$ cat config.mk
export PLATFORM = sky130hd
export DESIGN_NAME = stopwatch_lap_timer_flat
export DESIGN_NICKNAME = d
export VERILOG_FILES = /design/src/rtl/stopwatch_lap_timer_if.sv /design/src/rtl/stopwatch_lap_timer.sv /design/src/flat_wrapper.sv
export SDC_FILE = /design/constraint.sdc
export NUM_CORES = 1
export LEC_CHECK = 0
export ABC_AREA = 0
export CAP_MARGIN = 25
export CORE_ASPECT_RATIO = 1.75
export CORE_UTILIZATION = 59
export DETAILED_ROUTE_END_ITERATION = 10
export HOLD_SLACK_MARGIN = 0.05
export PLACE_DENSITY = 0.79
export SYNTH_ARGS = -nofsm -noshare
export SYNTH_HDL_FRONTEND = slang
export SYNTH_SLANG_ARGS = --single-unit
$ cat constraint.sdc
create_clock -name CLK_50MHz -period 3.1 [get_ports CLK_50MHz]
set_input_delay 0.775 -clock CLK_50MHz [delete_from_list [all_inputs] [get_ports CLK_50MHz]]
set_output_delay 0.775 -clock CLK_50MHz [all_outputs]
set_load 0.05 [all_outputs]
$ cat src/rtl/stopwatch_lap_timer_if.sv
// Lap FIFO read port of the stopwatch: pop strobe plus show-ahead head entry and fill status.
interface stopwatch_lap_timer_if #(
  parameter int LAP_DEPTH = 4
);
  localparam int CW = $clog2(LAP_DEPTH + 1);

  logic          lap_rd;
  logic [6:0]    lap_mins;
  logic [5:0]    lap_secs;
  logic [6:0]    lap_frac;
  logic [CW-1:0] lap_count;
  logic          lap_empty;
  logic          lap_full;

  modport master (
    output lap_rd,
    input  lap_mins, lap_secs, lap_frac, lap_count, lap_empty, lap_full
  );

  modport slave (
    input  lap_rd,
    output lap_mins, lap_secs, lap_frac, lap_count, lap_empty, lap_full
  );
endinterface

$ cat src/rtl/stopwatch_lap_timer.sv
// Stopwatch core: tick prescaler, up/down time counter, display hold, lap FIFO and panel blink.
// state | meaning
// IDLE  | cleared, waiting for the first start edge
// RUN   | prescaler counting, time advances on each tick
// PAUSE | prescaler and time frozen, start edge resumes
// DONE  | countdown reached 0:00:00, terminal until reset
// OVF   | count-up hit the rollover limit, terminal until reset
module stopwatch_lap_timer #(
  parameter int CLK_HZ    = 50_000_000,
  parameter int TICK_HZ   = 100,
  parameter int IND_HZ    = 1,
  parameter int MAX_MINS  = 99,
  parameter int LAP_DEPTH = 4
) (
  input  logic                  CLK_50MHz,
  input  logic                  reset_n,
  input  logic                  start_stop,
  input  logic                  hold,
  input  logic                  lap_n,
  input  logic                  count_down,
  input  logic [6:0]            preset_mins,
  input  logic [5:0]            preset_secs,
  stopwatch_lap_timer_if.slave  lap,
  output logic [6:0]            mins,
  output logic [5:0]            secs,
  output logic [6:0]            frac,
  output logic                  running,
  output logic                  overflow_flag,
  output logic                  done_flag,
  output logic                  CLK_ind
);

  localparam int PRE_DIV = CLK_HZ / TICK_HZ;
  localparam int PRE_W   = (PRE_DIV > 1) ? $clog2(PRE_DIV) : 1;
  localparam int IND_DIV = CLK_HZ / (2 * IND_HZ);
  localparam int IND_W   = (IND_DIV > 1) ? $clog2(IND_DIV) : 1;
  localparam int PW      = (LAP_DEPTH > 1) ? $clog2(LAP_DEPTH) : 1;
  localparam int CW      = $clog2(LAP_DEPTH + 1);

  localparam logic [PRE_W-1:0] PRE_LAST  = PRE_W'(PRE_DIV - 1);
  localparam logic [IND_W-1:0] IND_LAST  = IND_W'(IND_DIV - 1);
  localparam logic [PW-1:0]    PTR_LAST  = PW'(LAP_DEPTH - 1);
  localparam logic [CW-1:0]    DEPTH_C   = CW'(LAP_DEPTH);
  localparam logic [6:0]       FRAC_LAST = 7'(TICK_HZ - 1);
  localparam logic [6:0]       MINS_LAST = 7'(MAX_MINS);
  localparam logic [5:0]       SECS_LAST = 6'd59;

  localparam logic [2:0] ST_IDLE  = 3'd0;
  localparam logic [2:0] ST_RUN   = 3'd1;
  localparam logic [2:0] ST_PAUSE = 3'd2;
  localparam logic [2:0] ST_DONE  = 3'd3;
  localparam logic [2:0] ST_OVF   = 3'd4;

  logic [2:0]       state;
  logic [2:0]       ss_sync, lap_sync;
  logic [1:0]       hold_sync;
  logic             start_pulse, lap_pulse, hold_s;
  logic [PRE_W-1:0] pre_cnt;
  logic             tick, cd_mode;
  logic [6:0]       live_mins, live_frac;
  logic [5:0]       live_secs;
  logic [6:0]       up_mins, up_frac, dn_mins, dn_frac, pre_m;
  logic [5:0]       up_secs, dn_secs, pre_s;
  logic             up_ovf, dn_zero;
  logic [IND_W-1:0] ind_cnt;
  logic [19:0]      mem [LAP_DEPTH];
  logic [PW-1:0]    wr_ptr, rd_ptr;
  logic [CW-1:0]    count;
  logic             fifo_clr, do_push, do_pop;

  // Bit 0 is the first synchroniser flop, bit 2 the history flop.
  always_ff @(posedge CLK_50MHz) begin
    if (!reset_n) begin
      ss_sync   <= 3'b111;
      lap_sync  <= 3'b111;
      hold_sync <= 2'b11;
    end else begin
      ss_sync   <= {ss_sync[1:0], start_stop};
      lap_sync  <= {lap_sync[1:0], lap_n};
      hold_sync <= {hold_sync[0], hold};
    end
  end

  assign start_pulse = ss_sync[2] & ~ss_sync[1];
  assign lap_pulse   = lap_sync[2] & ~lap_sync[1];
  assign hold_s      = hold_sync[1];
  assign tick        = (state == ST_RUN) && (pre_cnt == PRE_LAST);

  assign pre_m = (preset_mins > MINS_LAST) ? MINS_LAST : preset_mins;
  assign pre_s = (preset_secs > SECS_LAST) ? SECS_LAST : preset_secs;

  always_comb begin
    up_mins = live_mins;
    up_secs = live_secs;
    up_frac = live_frac;
    up_ovf  = 1'b0;
    if (live_frac != FRAC_LAST) begin
      up_frac = live_frac + 7'd1;
    end else if (live_secs != SECS_LAST) begin
      up_frac = '0;
      up_secs = live_secs + 6'd1;
    end else if (live_mins != MINS_LAST) begin
      up_frac = '0;
      up_secs = '0;
      up_mins = live_mins + 7'd1;
    end else begin
      up_ovf = 1'b1;
    end
  end

  always_comb begin
    dn_mins = live_mins;
    dn_secs = live_secs;
    dn_frac = live_frac;
    if (live_frac != 7'd0) begin
      dn_frac = live_frac - 7'd1;
    end else begin
      dn_frac = FRAC_LAST;
      if (live_secs != 6'd0) begin
        dn_secs = live_secs - 6'd1;
      end else begin
        dn_secs = SECS_LAST;
        dn_mins = live_mins - 7'd1;
      end
    end
    dn_zero = (dn_mins == 7'd0) && (dn_secs == 6'd0) && (dn_frac == 7'd0);
  end

  always_ff @(posedge CLK_50MHz) begin
    if (!reset_n) begin
      state         <= ST_IDLE;
      pre_cnt       <= '0;
      cd_mode       <= 1'b0;
      live_mins     <= '0;
      live_secs     <= '0;
      live_frac     <= '0;
      running       <= 1'b0;
      overflow_flag <= 1'b0;
      done_flag     <= 1'b0;
    end else begin
      case (state)
        ST_IDLE: begin
          if (start_pulse) begin
            pre_cnt   <= '0;
            cd_mode   <= count_down;
            live_frac <= '0;
            if (count_down) begin
              live_mins <= pre_m;
              live_secs <= pre_s;
              if (pre_m == 7'd0 && pre_s == 6'd0) begin
                state     <= ST_DONE;
                done_flag <= 1'b1;
              end else begin
                state   <= ST_RUN;
                running <= 1'b1;
              end
            end else begin
              live_mins <= '0;
              live_secs <= '0;
              state     <= ST_RUN;
              running   <= 1'b1;
            end
          end
        end
        ST_RUN: begin
          pre_cnt <= tick ? '0 : pre_cnt + PRE_W'(1);
          // A terminal tick wins over a simultaneous start edge.
          if (tick && !cd_mode && up_ovf) begin
            state         <= ST_OVF;
            running       <= 1'b0;
            overflow_flag <= 1'b1;
          end else if (tick && cd_mode && dn_zero) begin
            live_mins <= dn_mins;
            live_secs <= dn_secs;
            live_frac <= dn_frac;
            state     <= ST_DONE;
            running   <= 1'b0;
            done_flag <= 1'b1;
          end else begin
            if (tick) begin
              live_mins <= cd_mode ? dn_mins : up_mins;
              live_secs <= cd_mode ? dn_secs : up_secs;
              live_frac <= cd_mode ? dn_frac : up_frac;
            end
            if (start_pulse) begin
              state   <= ST_PAUSE;
              running <= 1'b0;
            end
          end
        end
        ST_PAUSE: begin
          if (start_pulse) begin
            state   <= ST_RUN;
            running <= 1'b1;
          end
        end
        ST_DONE, ST_OVF: ;
        default: state <= ST_IDLE;
      endcase
    end
  end

  always_ff @(posedge CLK_50MHz) begin
    if (!reset_n) begin
      mins <= '0;
      secs <= '0;
      frac <= '0;
    end else if (hold_s) begin
      mins <= live_mins;
      secs <= live_secs;
      frac <= live_frac;
    end
  end

  always_ff @(posedge CLK_50MHz) begin
    if (!reset_n) begin
      ind_cnt <= IND_LAST;
      CLK_ind <= 1'b0;
    end else if (ind_cnt == '0) begin
      ind_cnt <= IND_LAST;
      CLK_ind <= ~CLK_ind;
    end else begin
      ind_cnt <= ind_cnt - IND_W'(1);
    end
  end

  // A full FIFO still accepts a push when the same edge frees a slot.
  assign fifo_clr = (state == ST_IDLE) && start_pulse;
  assign do_pop   = lap.lap_rd && (count != '0);
  assign do_push  = lap_pulse && (state != ST_IDLE) && ((count != DEPTH_C) || do_pop);

  always_ff @(posedge CLK_50MHz) begin
    if (do_push) begin
      mem[wr_ptr] <= {live_mins, live_secs, live_frac};
    end
  end

  always_ff @(posedge CLK_50MHz) begin
    if (!reset_n || fifo_clr) begin
      wr_ptr <= '0;
      rd_ptr <= '0;
      count  <= '0;
    end else begin
      if (do_push) wr_ptr <= (wr_ptr == PTR_LAST) ? '0 : wr_ptr + PW'(1);
      if (do_pop)  rd_ptr <= (rd_ptr == PTR_LAST) ? '0 : rd_ptr + PW'(1);
      case ({do_push, do_pop})
        2'b10:   count <= count + CW'(1);
        2'b01:   count <= count - CW'(1);
        default: count <= count;
      endcase
    end
  end

  assign lap.lap_count = count;
  assign lap.lap_empty = (count == '0);
  assign lap.lap_full  = (count == DEPTH_C);
  assign {lap.lap_mins, lap.lap_secs, lap.lap_frac} = (count == '0) ? 20'd0 : mem[rd_ptr];

endmodule

$ cat src/flat_wrapper.sv
// flat-port wrapper written by rule: the top's interface ports become plain ports
module stopwatch_lap_timer_flat 
#(
  parameter int CLK_HZ    = 50_000_000,
  parameter int TICK_HZ   = 100,
  parameter int IND_HZ    = 1,
  parameter int MAX_MINS  = 99,
  parameter int LAP_DEPTH = 4
)
  (CLK_50MHz, reset_n, start_stop, hold, lap_n, count_down, preset_mins, preset_secs, mins, secs, frac, running, overflow_flag, done_flag, CLK_ind, lap_lap_rd, lap_lap_mins, lap_lap_secs, lap_lap_frac, lap_lap_count, lap_lap_empty, lap_lap_full);
  stopwatch_lap_timer_if #(.LAP_DEPTH(LAP_DEPTH)) lap_i ();
  input  logic CLK_50MHz;
  input  logic reset_n;
  input  logic start_stop;
  input  logic hold;
  input  logic lap_n;
  input  logic count_down;
  input  logic [6:0] preset_mins;
  input  logic [5:0] preset_secs;
  output logic [6:0] mins;
  output logic [5:0] secs;
  output logic [6:0] frac;
  output logic running;
  output logic overflow_flag;
  output logic done_flag;
  output logic CLK_ind;
  input wire logic [$bits(lap_i.lap_rd)-1:0] lap_lap_rd;
  output wire logic [$bits(lap_i.lap_mins)-1:0] lap_lap_mins;
  output wire logic [$bits(lap_i.lap_secs)-1:0] lap_lap_secs;
  output wire logic [$bits(lap_i.lap_frac)-1:0] lap_lap_frac;
  output wire logic [$bits(lap_i.lap_count)-1:0] lap_lap_count;
  output wire logic [$bits(lap_i.lap_empty)-1:0] lap_lap_empty;
  output wire logic [$bits(lap_i.lap_full)-1:0] lap_lap_full;
  assign lap_i.lap_rd = lap_lap_rd;
  assign lap_lap_mins = lap_i.lap_mins;
  assign lap_lap_secs = lap_i.lap_secs;
  assign lap_lap_frac = lap_i.lap_frac;
  assign lap_lap_count = lap_i.lap_count;
  assign lap_lap_empty = lap_i.lap_empty;
  assign lap_lap_full = lap_i.lap_full;
  stopwatch_lap_timer #(.CLK_HZ(CLK_HZ), .TICK_HZ(TICK_HZ), .IND_HZ(IND_HZ), .MAX_MINS(MAX_MINS), .LAP_DEPTH(LAP_DEPTH)) u_core (.CLK_50MHz(CLK_50MHz), .reset_n(reset_n), .start_stop(start_stop), .hold(hold), .lap_n(lap_n), .count_down(count_down), .preset_mins(preset_mins), .preset_secs(preset_secs), .lap(lap_i), .mins(mins), .secs(secs), .frac(frac), .running(running), .overflow_flag(overflow_flag), .done_flag(done_flag), .CLK_ind(CLK_ind));
endmodule
==> flow_summary_export.csv <==
group,metric,value,unit
placement,gp_congestion,0.954,
synth,ys_types,75,
floorplan,io_pins,69,
global_route,use_met1,33.5,%
clock_network,root_buffer,"clkbuf_16",
timing,slew_headroom,37.5,%
timing,tightest_slew,934,ps
job,maxCapViolations,0,
clock_network,cts_buffers,17,
synth,async_reset_ff_share,0,%
worst_setup_path,crit_type,"reg2out",
floorplan,start_util,60.6,%
routing,initialDrtViolationCount,512,
layout,drive_above_1_share,14.2,%
routing,ant_nets,0,
layout,area_growth,17.3,%
timing,final-max-slew-violation-count,0,
clock_network,cts_tree,"built",
timing,fin_tns_setup,0,ps
clock_network,ctsHoldBuffers,0,
routing,wl,21900,µm
timing,fin_crit_sh,92.7,%
global_route,grtUsageTotal,29.5,%
worst_setup_path,critical_path.max_fanout,8,
power,sequentialPowerShare,50.5,%
layout,finalNetCount,971,
synth,synth_ff_type,"dfxtp_1",
global_route,use_met3,5.86,%
clock_network,clkSlewWorstSetupHoldPaths,80,ps
floorplan,die_x,95.3,µm
worst_setup_path,endpoint_kind,"output pin",
clock_network,htree_levels,4,
synth,netlist_area,8980,µm²
global_route,grt_max_degree,59,
clock_network,post_cts_buffers,0,
power,peakVddDrop,0.000362,V
outcome,status,"finished clean",
global_route,grt_pass1_wl,35400,µm
routing,drc,0,
routing,vias,7235,
synth,syn_inst,866,
timing,fmax,348,MHz
global_route,grt_pass1_vias,7232,
timing,rsz0062_at_grt,"no",
clock_network,clock_latency,430,ps
placement,place_area,9930,µm²
synth,synth.avg_cell_area,10.4,µm²
synth,synth_nets,902,
power,switchingPower,1.39,mW
worst_setup_path,startpoint_type,"register",
floorplan,rows,59,
layout,n_antenna_cell,0,
timing,hold_viol,0,
timing,period_minus_slack,2870,ps
routing,vias_per_cell,6.40,
clock_network,clk_path_buf_depth,2,
power,power_frac_clock,41.5,%
placement,hpwl,15200,µm
power,p_int,3.87,mW
global_route,grt-ovfl-total,0,
clock_network,ctsResizeCount,0,
power,p_comb_share,8.0,%
floorplan,dieArea,15700,µm²
timing,setup_viol,0,
synth,synth.ff_latch_count,189,
global_route,top_usage_layer,"met2",
worst_setup_path,arrival,2100,ps
power,p_sw_share,26.4,%
placement,port_buffers,68,
power,leakagePower,3.72,nW
layout,post-route-cell-area,10500,µm²
power,powerDensity,499,nW/µm²
floorplan,core_area,14800,µm²
routing,dr.pass1.iters,5,
global_route,grtUsageMet2,50.6,%
synth,ys_warn_count,0,
routing,routedWlPerCell,19.3,µm
floorplan,fp.dieH,165,µm
synth,ys_seq_area_share,51.0,%
synth,synth_edf_count,80,
timing,skew,12.7,ps
worst_setup_path,critPathRequiredTime,2320,ps
clock_network,cts_sinks,189,
global_route,grt_antenna_before_repair,0,
worst_hold_path,hold_path_class,"reg2reg",
==> worst max-delay path, stage by stage, from the launching register on <==
cell and delay, ps:
dfxtp_1 400, nor3_2 370, clkdlybuf4s50_1 890
==> layer usage <==
layer | up-vias | wire, µm
li1 | 3336 | -
met1 | 3505 | 8290
met2 | 310 | 11400
met3 | 84 | 1200
met4 | 0 | 977
met5 | - | 0
==> synth_stat cells, types with 8 or more instances <==
library cell / instances / area share, %
nand3_1: 24 / 1.3
nor4_1: 11 / 0.77
nor2_1: 98 / 4.1
nor2b_1: 27 / 1.9
dfxtp_1: 109 / 24
nand2_1: 68 / 2.8
inv_1: 19 / 0.79
mux2i_1: 21 / 2.3
edfxtp_1: 80 / 27
o211ai_1: 9 / 0.75
a211oi_1: 9 / 0.75
nor3_1: 23 / 1.3
mux4_2: 20 / 5.0
and2_1: 9 / 0.63
a31oi_1: 16 / 1.1
clkbuf_1: 47 / 2.0
xnor2_1: 20 / 1.9
a311oi_1: 10 / 0.97
ha_1: 15 / 2.1
nor3b_1: 8 / 0.67
nand4_1: 9 / 0.63
nand2b_1: 16 / 1.1
o21ai_0: 24 / 1.3
xor2_1: 8 / 0.78
a21oi_1: 42 / 2.3
==> power groups by stage <==
stage	combinational, mW	clock [mW]	sequential, mW
after floorplan	0.238	0	2.72
after global placement	0.393	0	2.71
after detailed placement	0.411	0	2.71
after CTS	0.413	2.21	2.65
after global routing	0.452	2.31	2.66
final	0.422	2.18	2.65
==> state kept, by name, summed over array words and instances (netlist names), 3 cells and up, named ones only <==
| name | cells |
|---|---|
| u_core.ind_cnt | 25 |
| u_core.secs | 6 |
| u_core.lap_sync | 3 |
| u_core.pre_cnt | 19 |
| u_core.frac | 7 |
| u_core.live_frac | 7 |
| u_core.live_mins | 7 |
| u_core.live_secs | 6 |
| u_core.lap.lap_count | 3 |
| u_core.mem | 80 |
| u_core.ss_sync | 3 |
| u_core.state | 3 |
| u_core.mins | 7 |
==> worst paths after layout <==
check | slack, ps | to | depth (start not counted) | from
hold / removal | 410 | u_core.ind_cnt[0]$_SDFF_PP1_ | 1 | u_core.ind_cnt[0]$_SDFF_PP1_
setup reg to reg | 270 | u_core.ind_cnt[4]$_SDFF_PP1_ | 8 | u_core.ind_cnt[0]$_SDFF_PP1_
hold reg to reg | 410 | u_core.ind_cnt[0]$_SDFF_PP1_ | 1 | u_core.ind_cnt[0]$_SDFF_PP1_
setup / recovery | 230 | lap_lap_empty | 2 | u_core.lap.lap_count[0]$_SDFFE_PP0P_
==> logic make-up (layout without fill, tap and decap cells) <==
logic type | after synthesis | in the layout | synth area share, %
fa+ha+maj | 16 | 16 | 2.31
flops | 189 | 189 | 51.0
xor+xnor | 28 | 28 | 2.73
simple gates | 348 | 348 | 20.4
compound gates | 171 | 171 | 12.9
buf+inv | 73 | 155 | 3.30
mux | 41 | 41 | 7.35
==> stage by stage <==
step / std cells / worst slack (ps) / util (%) / total power [mW] / hold WS [ps]
detailed placement: 1099 / 111 / 66.9 / 3.12 / 389
finish: 1131 / 227 / 71.0 / 5.26 / 412
global route: 1131 / 54.7 / 71.0 / 5.42 / 438
global placement: 1098 / 153 / 66.8 / 3.10 / 373
CTS: 1131 / 203 / 71.0 / 5.27 / 416
floorplan: 866 / 89.0 / - / 2.96 / 366
==> cells in the final DEF, fill, tap and decap left out, drive strengths merged, types with 9 or more instances in the layout <==
master,instances
buf,56
dfxtp,109
and2,11
o211ai,9
edfxtp,80
nor2b,27
xnor2,20
a311oi,10
ha,15
a21oi,45
mux2i,21
clkbuf,17
clkdlybuf4s50,48
inv,28
mux4,20
nor2,98
nor4,13
nand2,68
a211oi,9
a31oi,16
nand2b,16
nor3,23
nand4,10
o21ai,30
nand3,25
==> final cells by class <==
| type | instances | area, µm² |
|---|---|---|
| well taps | 183 | 229 |
| fillers | 1062 | 4300 |
| repair buffers | 104 | 933 |
| inverters | 19 | 71.3 |
| multi-input cells | 604 | 4120 |
| clock buffers | 17 | 425 |
| clock inverters | 15 | 175 |
| flip-flops and latches | 189 | 4580 |
No activity file was read; power rests on OpenSTA's default activity.
